`src/rtl/demux_1x4_stream_pkg.sv`:
```
// demux_1x4_stream_pkg: shared constants and channel state type for the 1-to-4 stream demux.
package demux_1x4_stream_pkg;
    localparam int NUM_CH    = 4;
    localparam int SEL_W     = 2;
    localparam int DEF_WIDTH = 32;
    localparam int DEF_CNT_W = 16;
    typedef enum logic {EMPTY = 1'b0, FULL = 1'b1} chan_state_e;
endpackage

```
`src/rtl/demux_chan_reg.sv`:
```
// demux_chan_reg: one-entry holding register with valid/ready handshake.
// DEMUX_COUNT_EN adds a wrapping per-channel drain counter.
module demux_chan_reg
    import demux_1x4_stream_pkg::*;
#(
    parameter int WIDTH = DEF_WIDTH
`ifdef DEMUX_COUNT_EN
    ,
    parameter int CNT_W = DEF_CNT_W
`endif
) (
    input  logic             clk,
    input  logic             rst_n,
    input  logic             load,
    input  logic [WIDTH-1:0] load_data,
    input  logic             ready,
    output logic             valid,
    output logic [WIDTH-1:0] data
`ifdef DEMUX_COUNT_EN
    ,
    output logic [CNT_W-1:0] cnt
`endif
);
    chan_state_e      r_state;
    logic [WIDTH-1:0] r_data;
    // a load in the same cycle as a drain keeps the channel full with the new word
    always_ff @(posedge clk or negedge rst_n) begin
        if (!rst_n) begin
            r_state <= EMPTY;
            r_data  <= '0;
        end else if (load) begin
            r_state <= FULL;
            r_data  <= load_data;
        end else if (ready) begin
            r_state <= EMPTY;
        end
    end
    assign valid = (r_state == FULL);
    assign data  = r_data;
`ifdef DEMUX_COUNT_EN
    logic [CNT_W-1:0] r_cnt;
    always_ff @(posedge clk or negedge rst_n) begin
        if (!rst_n) r_cnt <= '0;
        else if (valid && ready) r_cnt <= r_cnt + 1'b1;
    end
    assign cnt = r_cnt;
`endif
endmodule

```
`src/rtl/demux_1x4_stream.sv`:
```
// demux_1x4_stream: registered 1-to-4 stream demultiplexer with per-channel valid/ready.
// DEMUX_COUNT_EN exposes per-channel drain counters on cnt_flat.
module demux_1x4_stream
    import demux_1x4_stream_pkg::*;
#(
    parameter int WIDTH = DEF_WIDTH
`ifdef DEMUX_COUNT_EN
    ,
    parameter int CNT_W = DEF_CNT_W
`endif
) (
    input  logic              clk,
    input  logic              rst_n,
    input  logic [WIDTH-1:0]  in_data,
    input  logic [SEL_W-1:0]  in_sel,
    input  logic              in_valid,
    output logic              in_ready,
    output logic [WIDTH-1:0]  out_data0,
    output logic [WIDTH-1:0]  out_data1,
    output logic [WIDTH-1:0]  out_data2,
    output logic [WIDTH-1:0]  out_data3,
    output logic [NUM_CH-1:0] out_valid,
    input  logic [NUM_CH-1:0] out_ready
`ifdef DEMUX_COUNT_EN
    ,
    output logic [NUM_CH*CNT_W-1:0] cnt_flat
`endif
);
    logic [NUM_CH-1:0] w_load;
    logic [WIDTH-1:0]  w_data [NUM_CH];
    // only the selected channel gates acceptance, so backpressure is one mux level deep
    assign in_ready = ~out_valid[in_sel] | out_ready[in_sel];
    for (genvar k = 0; k < NUM_CH; k++) begin : g_ch
        assign w_load[k] = in_valid & in_ready & (in_sel == SEL_W'(k));
        demux_chan_reg #(
            .WIDTH(WIDTH)
`ifdef DEMUX_COUNT_EN
            ,
            .CNT_W(CNT_W)
`endif
        ) u_chan (
            .clk      (clk),
            .rst_n    (rst_n),
            .load     (w_load[k]),
            .load_data(in_data),
            .ready    (out_ready[k]),
            .valid    (out_valid[k]),
            .data     (w_data[k])
`ifdef DEMUX_COUNT_EN
            ,
            .cnt      (cnt_flat[k*CNT_W +: CNT_W])
`endif
        );
    end
    assign out_data0 = w_data[0];
    assign out_data1 = w_data[1];
    assign out_data2 = w_data[2];
    assign out_data3 = w_data[3];
endmodule
```
`config.mk`:
```
export PLATFORM = sky130hd
export DESIGN_NAME = demux_1x4_stream
export DESIGN_NICKNAME = d
export VERILOG_FILES = /design/src/rtl/demux_1x4_stream_pkg.sv /design/src/rtl/demux_chan_reg.sv /design/src/rtl/demux_1x4_stream.sv
export SDC_FILE = /design/constraint.sdc
export NUM_CORES = 1
export LEC_CHECK = 0
export CAP_MARGIN = 40
export CORE_AREA = 2 2 115 117
export CTS_BUF_LIST = sky130_fd_sc_hd__clkbuf_8
export DETAILED_ROUTE_END_ITERATION = 16
export DIE_AREA = 0 0 117 119
export HOLD_SLACK_MARGIN = 0.05
export PLACE_DENSITY = 0.76
export SETUP_SLACK_MARGIN = 0.5
export SLEW_MARGIN = 20
export SYNTH_ARGS = -nofsm -noshare
export SYNTH_HDL_FRONTEND = slang
export SYNTH_SLANG_ARGS = --single-unit
```
`constraint.sdc`:
```
create_clock -name clk -period 2.1 [get_ports clk]
set_clock_uncertainty 0.1 [all_clocks]
set_input_delay 0.315 -clock clk [delete_from_list [all_inputs] [get_ports clk]]
set_output_delay 0.315 -clock clk [all_outputs]
set_load 0.03 [all_outputs]
```
* Word level (Yosys, flattened, before mapping)
Index checks and enable logic that the tools add are counted.
W data, S select, Z words.
** Operators by class
- $lt $le $gt $ge :: 1
- Equal/unequal tests :: 3
- Multiplexer cells :: 12
- Bitwise gates (word level) :: 7
- Reductions and logical operators :: 5
** Operators by type and width (count)
- $mux W1 :: 10
- $reduce_bool A2 Y1 :: 4
- $and A1 B1 Y1 :: 5
- $bmux W1 S2 :: 2
- $eq A2 B2 Y1 const B :: 2
- $lt A2 B3 Y1 const B :: 1
- $eq A2 B1 Y1 const B :: 1
- $logic_not A2 Y1 :: 1
- $not A1 Y1 :: 1
- $or A1 B1 Y1 :: 1
** Storage, ports and cells
- Bits in registers :: 132
- Bits of input ports :: 41
- Logic and storage cells :: 36

* Longest topological paths before layout
- Depth in word-level cells :: 7
- Depth in mapped cells :: 5

* Modules after synthesis
Synthesis repeated with hierarchy kept, for this count alone.
** Second synthesis, totals
- Cells, all modules :: 293
- Area total of the unflattened synthesis :: 5611.6 um^2
** Modules (own cells, without submodules)
- demux_chan_reg :: instances 4, cells each 71, area each 1377.6 um^2
- demux_1x4_stream :: instances 1, cells each 9, area each 101.3 um^2

* Worst setup path before layout
OpenSTA, ideal clock, no wires.
- Kind :: register to register
- Start :: register g_ch[2].u_chan.r_state
- End :: register g_ch[2].u_chan.r_data[10]
- Setup time :: 0.125 ns
- Arrival :: 1.266 ns
- Setup slack :: 0.609 ns
- Stages on the path, launching flop included :: 5
- Buffers on the path :: 1
- Clock period less this slack :: 1.491 ns
- Path through :: dfrtp_1 nand2b_1 nor3b_2 buf_4 mux2_2
** Between the ends
- Longest elaborated chain between the ends :: 6
** RTL lines
- from (decl) :: RTL line demux_chan_reg.sv:24 : chan_state_e r_state;
- from (signal assigned) :: RTL line demux_chan_reg.sv:29 : r_state <= EMPTY;
- from (signal assigned) :: RTL line demux_chan_reg.sv:32 : r_state <= FULL;
- from (signal assigned) :: RTL line demux_chan_reg.sv:35 : r_state <= EMPTY;
- $bmux W1 S2 :: RTL line demux_1x4_stream.sv:32 : assign in_ready = ~out_valid[in_sel] | out_ready[in_sel];
- $mux W1 (not written as such) :: RTL line demux_1x4_stream.sv:32
- $not A1 Y1 :: RTL line demux_1x4_stream.sv:32
- $or A1 B1 Y1 :: RTL line demux_1x4_stream.sv:32
- $and A1 B1 Y1 (2 in series) :: RTL line demux_1x4_stream.sv:34 : assign w_load[k] = in_valid & in_ready & (in_sel == SEL_W'(k));
- to (signal assigned) :: RTL line demux_chan_reg.sv:33 : r_data <= load_data;
- to (decl) :: RTL line demux_chan_reg.sv:25 : logic [WIDTH-1:0] r_data;
No other way between the ends. The select of a mux whose other input is x is not followed.
A chain may end at the register's enable or synchronous reset.

* Worst setup path after layout
- Start :: input port out_ready[3]
- End :: output port in_ready
** Between the ends
- Longest elaborated chain between the ends :: 3
** RTL lines
- from (decl) :: RTL line demux_1x4_stream.sv:23 : input logic [NUM_CH-1:0] out_ready
- $bmux W1 S2 :: RTL line demux_1x4_stream.sv:32
- $mux W1 (not written as such) :: RTL line demux_1x4_stream.sv:32
- $or A1 B1 Y1 :: RTL line demux_1x4_stream.sv:32
- to (decl) :: RTL line demux_1x4_stream.sv:17 : output logic in_ready,
No other way between the ends. The select of a mux whose other input is x is not followed.

==> results.toml <==
[synthesis]
ys_types = 15
synth.yosys.seq_area_share = 0.661
synth_cells = 295
synth_area_per_cell_sq_um = 16.9
ys_warn_count = 0
synth_nets = 336
synth_area_sq_um = 5000
synth-seq-cells = 132

[finish]
n_antenna_cell = 0
seqCellArea_sq_um = 3300
multi_input_area_sq_um = 1950
num-fill-cells = 910
layout-drive-gt1-share = 0.652
layout.nets = 551
final_cell_count_no_fill = 699
syn2layout_area_growth_pct = 67.1

[floorplan]
die_x_um = 117
rows = 42
initial_core_util = 0.388
coreArea_sq_um = 12900
ios = 174
dieArea_sq_um = 13900
die_h_um = 119

[pwr]
p_per_area_nw_per_um2 = 1060
seqPwrFrac = 0.381
clockPowerShare = 0.265
p_sw_w = 0.00295
p_comb_frac = 0.354
power_leakage_nw = 3.78
switching_share = 0.332
vdd_ir_drop_max_mv = 0.592
p_total_w = 0.00888
internal_power_w = 0.00593

[global_route]
grt_antenna_before_repair = 0
grt_pass1_wl_mm = 21.3
grt.overflow.total = 0
grt.total_usage = 0.209
grt_start_max_net_pins = 133
grt_pass1_vias = 3670

[route]
drcViolationCount = 0
drt_first_pass_iters = 4
wl_per_cell_um = 20.5
num_vias = 3401
routed_via_density = 4.87
drt-total-wl_mm = 14.3
ant_nets = 0
initialDrtViolationCount = 119

[placement]
io_buffers = 173
placed_cells_incl_taps = 639
gp_congestion = 0.755
dp_hpwl_mm = 7.95

[setup_path]
critPathCaptureType = "output pin"
path_cells = "clkdlybuf4s50_1 -> nand2b_1 -> mux4_2 -> buf_6"
timing.rr.start = "g_ch[1].u_chan.valid"
cp_num_buf_inv = 2
endpoint = "in_ready"
rr_worst_depth = 8
cp-start-kind = "primary input"
crit_cells = 4
slowest_stage = "mux4_2"
crit_fanout = 2
crit_required_ns = 1.68
cp_top_family = "buffers and inverters"
reg2reg_slack_ns = 0.31
arrival_ns = 1.55
startpoint = "out_ready[3]"
regToRegEndpoint = "g_ch[1].u_chan.data[8]"
max_stage_delay_ns = 0.49
criticalPathCategory = "in2out"

[timing]
tightest_slew_ns = 0.795
setup_violations = 0
finalCritPeriodShare = 0.935
fin_crit_ns = 1.96
fmax_mhz = 509
grt_setup_unrepaired = "true"
hold_ws_ns = 0.163
relSlewSlack = 0.470
finalSetupTns_ns = 0
slew_violations = 0
hold_viol_final = 0

[clock_network]
clock_insertion_delay_worst_skew_ns = 0.43
cts_buffers = 17
clk_pin_slew_ns = 0.07
cts_num_sinks = 132
root_buffer = "clkbuf_8"
htree_levels = 4
cts.path.max_buffers = 2
cts_tree = "built"

[hold_path]
hold_class = "in2reg"

[outcome]
status = "complete, no violations"

[job]
drv_cap = 0
-- power groups by stage --
stage	Combinational (W)	Clock, W	Sequential (W)
floorplan	0.000550	0	0.00442
global placement	0.00297	0	0.00337
detailed placement	0.00301	0	0.00340
CTS	0.00309	0.00241	0.00337
global route	0.00328	0.00251	0.00344
finish	0.00315	0.00235	0.00338
-- final cells by class --
cell class	count	area share
Clock buffer	21	0.0346
Clock inverter	11	0.0187
Multi-Input combinational cell	145	0.233
Sequential cell	132	0.395
Tap cell	176	0.0264
Timing Repair Buffer	214	0.291
-- placed cells by master (no fill, tap or decap), types with 4 or more instances in the layout --
cell	instances
buf_12	11
buf_16	7
buf_4	10
buf_6	14
bufinv_16	4
clkbuf_2	17
clkbuf_8	21
clkdlybuf4s15_2	113
clkdlybuf4s50_1	37
clkinv_2	4
dfrtp_1	132
mux2_2	36
mux2_4	92
nand2_1	4
-- worst min-delay path, stage by stage --
cell and delay (ns):
dlymetal6s2s_1 0.16, nand3_2 0.12, nand2_1 0.06
-- cell families (layout without fill, tap and decap cells) --
group,Yosys count,after routing,share of synthesized area
AOI/OAI and AO/OA,1,1,0.00100
buffers and inverters,18,246,0.0273
DFF,132,132,0.661
muxes,129,129,0.293
and+or+nand+nor,15,15,0.0183
-- Yosys cell counts --
library cell | count | share of area
and3_1 | 1 | 0.0013
buf_2 | 4 | 0.0040
buf_4 | 11 | 0.017
buf_6 | 3 | 0.0068
dfrtp_1 | 132 | 0.66
mux2_1 | 4 | 0.0090
mux2_2 | 124 | 0.28
mux4_2 | 1 | 0.0045
nand2_1 | 5 | 0.0038
nand2b_1 | 4 | 0.0050
nand3_1 | 1 | 0.0010
nand3b_2 | 1 | 0.0023
nor2b_1 | 2 | 0.0025
nor3b_2 | 1 | 0.0025
o21ai_0 | 1 | 0.0010
-- how the worst min path moves through the flow --
| stage | slack (ns) | from | to | cells after the start |
|---|---|---|---|---|
| floorplan | -0.08 | rst_n | g_ch[0].u_chan.data[0] | 0 |
| global placement | 0.37 | rst_n | g_ch[0].u_chan.data[0] | 2 |
| detailed placement | 0.38 | rst_n | g_ch[0].u_chan.data[31] | 2 |
| CTS | 0.30 | in_sel[0] | g_ch[1].u_chan.valid | 4 |
| global route | 0.19 | in_valid | g_ch[3].u_chan.valid | 3 |
| finish | 0.16 | in_valid | g_ch[3].u_chan.valid | 3 |
-- per-layer routing --
metal	routed length, um	global-route usage	part of all wire	vias up
met5	0	0	0	-
met2	7470	0.356	0.52	126
met3	939	0.0712	0.065	18
met4	227	0.0750	0.016	0
met1	5700	0.242	0.40	1785
li1	-	-	-	1472
-- timing repair --
item	4_1_cts	5_1_grt
setup endpoints to repair	218	147
hold endpoints to repair	132	0
pin swaps	1	0
hold buffers	1	0
resized for setup	462	66
cloned	7	1
setup buffers	16	3
-- state kept, by name, summed over array words and instances (netlist names) --
name,count
g_ch.u_chan.data,128
g_ch.u_chan.valid,4
-- stage by stage --
stage,utilization,instance area (sq um),setup WS [ns]
3_5_place_dp,0.546,7030,-0.314
3_3_place_gp,0.546,7030,-0.297
2_1_floorplan,-,5000,0.609
6_report,0.649,8350,0.136
4_1_cts,0.639,8220,0.132
5_1_grt,0.649,8350,0.0650
No activity file was read; power rests on OpenSTA's default activity.
==> RTL change, RTL diff (same flow settings) <==
`SEL_W`: 2 -> 1.
--- a/src/rtl/demux_1x4_stream_pkg.sv
+++ b/src/rtl/demux_1x4_stream_pkg.sv
@@ -1,7 +1,7 @@
 // demux_1x4_stream_pkg: shared constants and channel state type for the 1-to-4 stream demux.
 package demux_1x4_stream_pkg;
     localparam int NUM_CH    = 4;
-    localparam int SEL_W     = 2;
+    localparam int SEL_W     = 1;
     localparam int DEF_WIDTH = 32;
     localparam int DEF_CNT_W = 16;
     typedef enum logic {EMPTY = 1'b0, FULL = 1'b1} chan_state_e;
Ports: changed (resized in_sel); port bits go from 174 to 173. The function was not compared with the original's and may differ.
==> RTL change against the unedited design <==
  * Routed wire length down 44%
  * Largest cell class is now non-clock buffers
  * Sequential cell count down 64
  * Setup slack better by 0.28 ns
  * Final area down 43%
  * Register-to-register slack better by 0.13 ns
  * Die area unchanged
  * Synthesized area down 38%
  * Total power down 46%
  * First-iteration DRC count down 59%
==> RTL change: results (changes against the unedited design) <==
{| class="wikitable"
! Metric !! Value
|-
| Run status || completed
|-
| CTS clock-pin slew for the worst setup and hold paths || 0.07 ns (about the same)
|-
| ANT nets after route || 0 (unchanged)
|-
| Slew @ Worst Pin || 0.368 ns (-0.427 ns)
|-
| Initial antenna violation count || 0 (unchanged)
|-
| Overall fraction of global-route tracks in use || 0.103 (-0.106)
|-
| Worst Hold Depth || 2 (-1)
|-
| Initial DRT Pass Iterations || 4 (unchanged)
|-
| Cell types occupying the most area after synthesis || sky130_fd_sc_hd__dfrtp_1 55%, sky130_fd_sc_hd__mux2_2 22%, sky130_fd_sc_hd__buf_4 16%, sky130_fd_sc_hd__clkbuf_8 1.3%, sky130_fd_sc_hd__buf_6 1.1%
|-
| Routed length per instance || 15.3 µm (-25%)
|-
| Routed wl met2 || 4.14 mm (-45%)
|-
| Endpoint of the most critical register-to-register path || g_ch[3].u_chan.data[8]
|-
| Startpoint of the lowest-slack register-to-register path || g_ch[1].u_chan.valid
|-
| Worst Hold Path EP || g_ch[0].u_chan.valid
|-
| PortBufs || 172 (-0.58%)
|-
| Synth Net Count || 260 (-23%)
|-
| Post-detail-place hpwl || 5.15 mm (-35%)
|-
| Fraction of the yosys area taken by sequential cells || 0.548 (-0.112)
|-
| Maximum number of pins on one net before global-route repair || 69 (-48%)
|-
| Number of DRC markers in iteration 0 || 49 (-59%)
|-
| Total number of vias || 2066 (-39%)
|-
| Clock buffers created by TritonCTS || 9 (-8)
|-
| Data arrival time of the critical path || 1.81 ns (+0.26 ns)
|-
| Wire length on met3 || 640 µm (-32%)
|-
| Post-Route M1 WL || 3.10 mm (-46%)
|-
| Termination of the worst setup path || g_ch[0].u_chan.data[20]
|-
| Inst Count DP || 498 (-22%)
|-
| R2R setup slack || 0.44 ns (+0.13 ns)
|-
| Number of flip-flops under the largest register name || 64 (-50%)
|-
| CTS Buffer Depth || 2 (unchanged)
|-
| Count of H-tree levels built during CTS || 3 (-1)
|-
| Min-Delay Startpoint || in_sel
|-
| Static leakage || 0.00219 µW (-42%)
|-
| Diode insertion count for antenna repair || 0 (unchanged)
|-
| Proportion of register bits with asynchronous set or reset after synthesis || 1.00 (unchanged)
|-
| Average size of a mapped cell || 14.1 µm² (-17%)
|-
| Proportion of layout cells with a drive suffix above 1 || 0.328 (-0.324)
|-
| HP Class || in -> reg
|-
| Worst-Skew Late Latency || 0.35 ns (-0.08 ns)
|-
| CP Launch Point || out_ready[0]
|-
| Root Driver || sky130_fd_sc_hd__clkbuf_8
|-
| Crit path max fanout || 8 (+6)
|-
| Ranking of synthesized cells by instance count || 68 x sky130_fd_sc_hd__buf_4, 68 x sky130_fd_sc_hd__dfrtp_1, 61 x sky130_fd_sc_hd__mux2_2
|-
| First-pass GRT wire length || 10.9 mm (-49%)
|-
| Count of cell types in the netlist || 18 (+3)
|-
| Final net count || 381 (-31%)
|-
| Max layer used || met4
|-
| R2R cell count || 5 (-3)
|-
| Ratio of routed vias to standard cells || 3.97 (-18%)
|-
| RePlAce Congestion || 0.727 (-3.7%)
|-
| Worst IR Drop VDD || 382 µV (-35%)
|}
-- RTL change: changes by cell type after synthesis, moves of 2 or more --
cell / before / now
sky130_fd_sc_hd__dfrtp_1: 132 / 68
sky130_fd_sc_hd__mux2_2: 124 / 61
sky130_fd_sc_hd__buf_4: 11 / 68
sky130_fd_sc_hd__buf_2: 4 / 0
sky130_fd_sc_hd__nand2_1: 5 / 1
sky130_fd_sc_hd__nand2b_1: 4 / 0
sky130_fd_sc_hd__clkbuf_8: 0 / 3
sky130_fd_sc_hd__inv_1: 0 / 3
sky130_fd_sc_hd__nor2b_1: 2 / 0
-- RTL change: power by group --
part | internal (µW) | switching, µW
clock network | 508 | 461
registers | 1540 | 182
logic | 791 | 1300
-- RTL change: logic make-up (layout without fill, tap and decap cells) --
| logic type | Yosys count | count (layout) | synth area share |
|---|---|---|---|
| AO/OA/AOI/OAI | 4 | 4 | 0.00766 |
| flip-flops | 68 | 68 | 0.548 |
| multiplexers | 64 | 64 | 0.232 |
| AND/OR/NAND/NOR | 7 | 7 | 0.0198 |
| buffers and inverters | 77 | 201 | 0.192 |
-- RTL change: per-stage QoR --
| stage | hold WS (ns) | power, µW | setup WS (ns) | cell area (µm²) | util |
|---|---|---|---|---|---|
| 2_1_floorplan | -0.0806 | 3270 | 0.606 | 3100 | - |
| 3_3_place_gp | 0.257 | 4020 | 0.137 | 4530 | 0.352 |
| 3_5_place_dp | 0.269 | 4060 | 0.104 | 4530 | 0.352 |
| 4_1_cts | 0.345 | 4720 | 0.434 | 4570 | 0.355 |
| 5_1_grt | 0.384 | 5040 | 0.378 | 4780 | 0.371 |
| 6_report | 0.366 | 4780 | 0.420 | 4780 | 0.371 |
-- RTL change: layout make-up --
type | instances | area [µm²]
Sequential cell | 68 | 1700
Timing Repair Buffer | 184 | 1760
Clock inverter | 2 | 11.3
Multi-Input combinational cell | 75 | 910
Inverter | 3 | 11.3
Fill cell | 1297 | 8090
Tap cell | 176 | 220
Clock buffer | 12 | 165
-- RTL change: repair_timing --
action                                  in CTS  in global routing
buffers inserted                             1                  2
endpoints found under the setup margin     150                137
hold buffers                                 1                  0
pin swaps                                    1                  0
cloned                                       0                  4
resized for setup                          142                118
hold endpoints to repair                    68                  0
-- RTL change: per-layer routing --
layer | vias up | track usage
li1 | 916 | -
met1 | 1035 | 0.112
met2 | 107 | 0.175
met3 | 8 | 0.0463
met4 | 0 | 0.0375
met5 | - | 0
-- RTL change: worst max-delay path, cell delays in order --
cell and delay, ns:
sky130_fd_sc_hd__clkdlybuf4s50_1 0.47, sky130_fd_sc_hd__nand2b_4 0.13, sky130_fd_sc_hd__nor3b_4 0.23, sky130_fd_sc_hd__buf_6 0.18
sky130_fd_sc_hd__clkbuf_16 0.19, sky130_fd_sc_hd__mux2_4 0.31
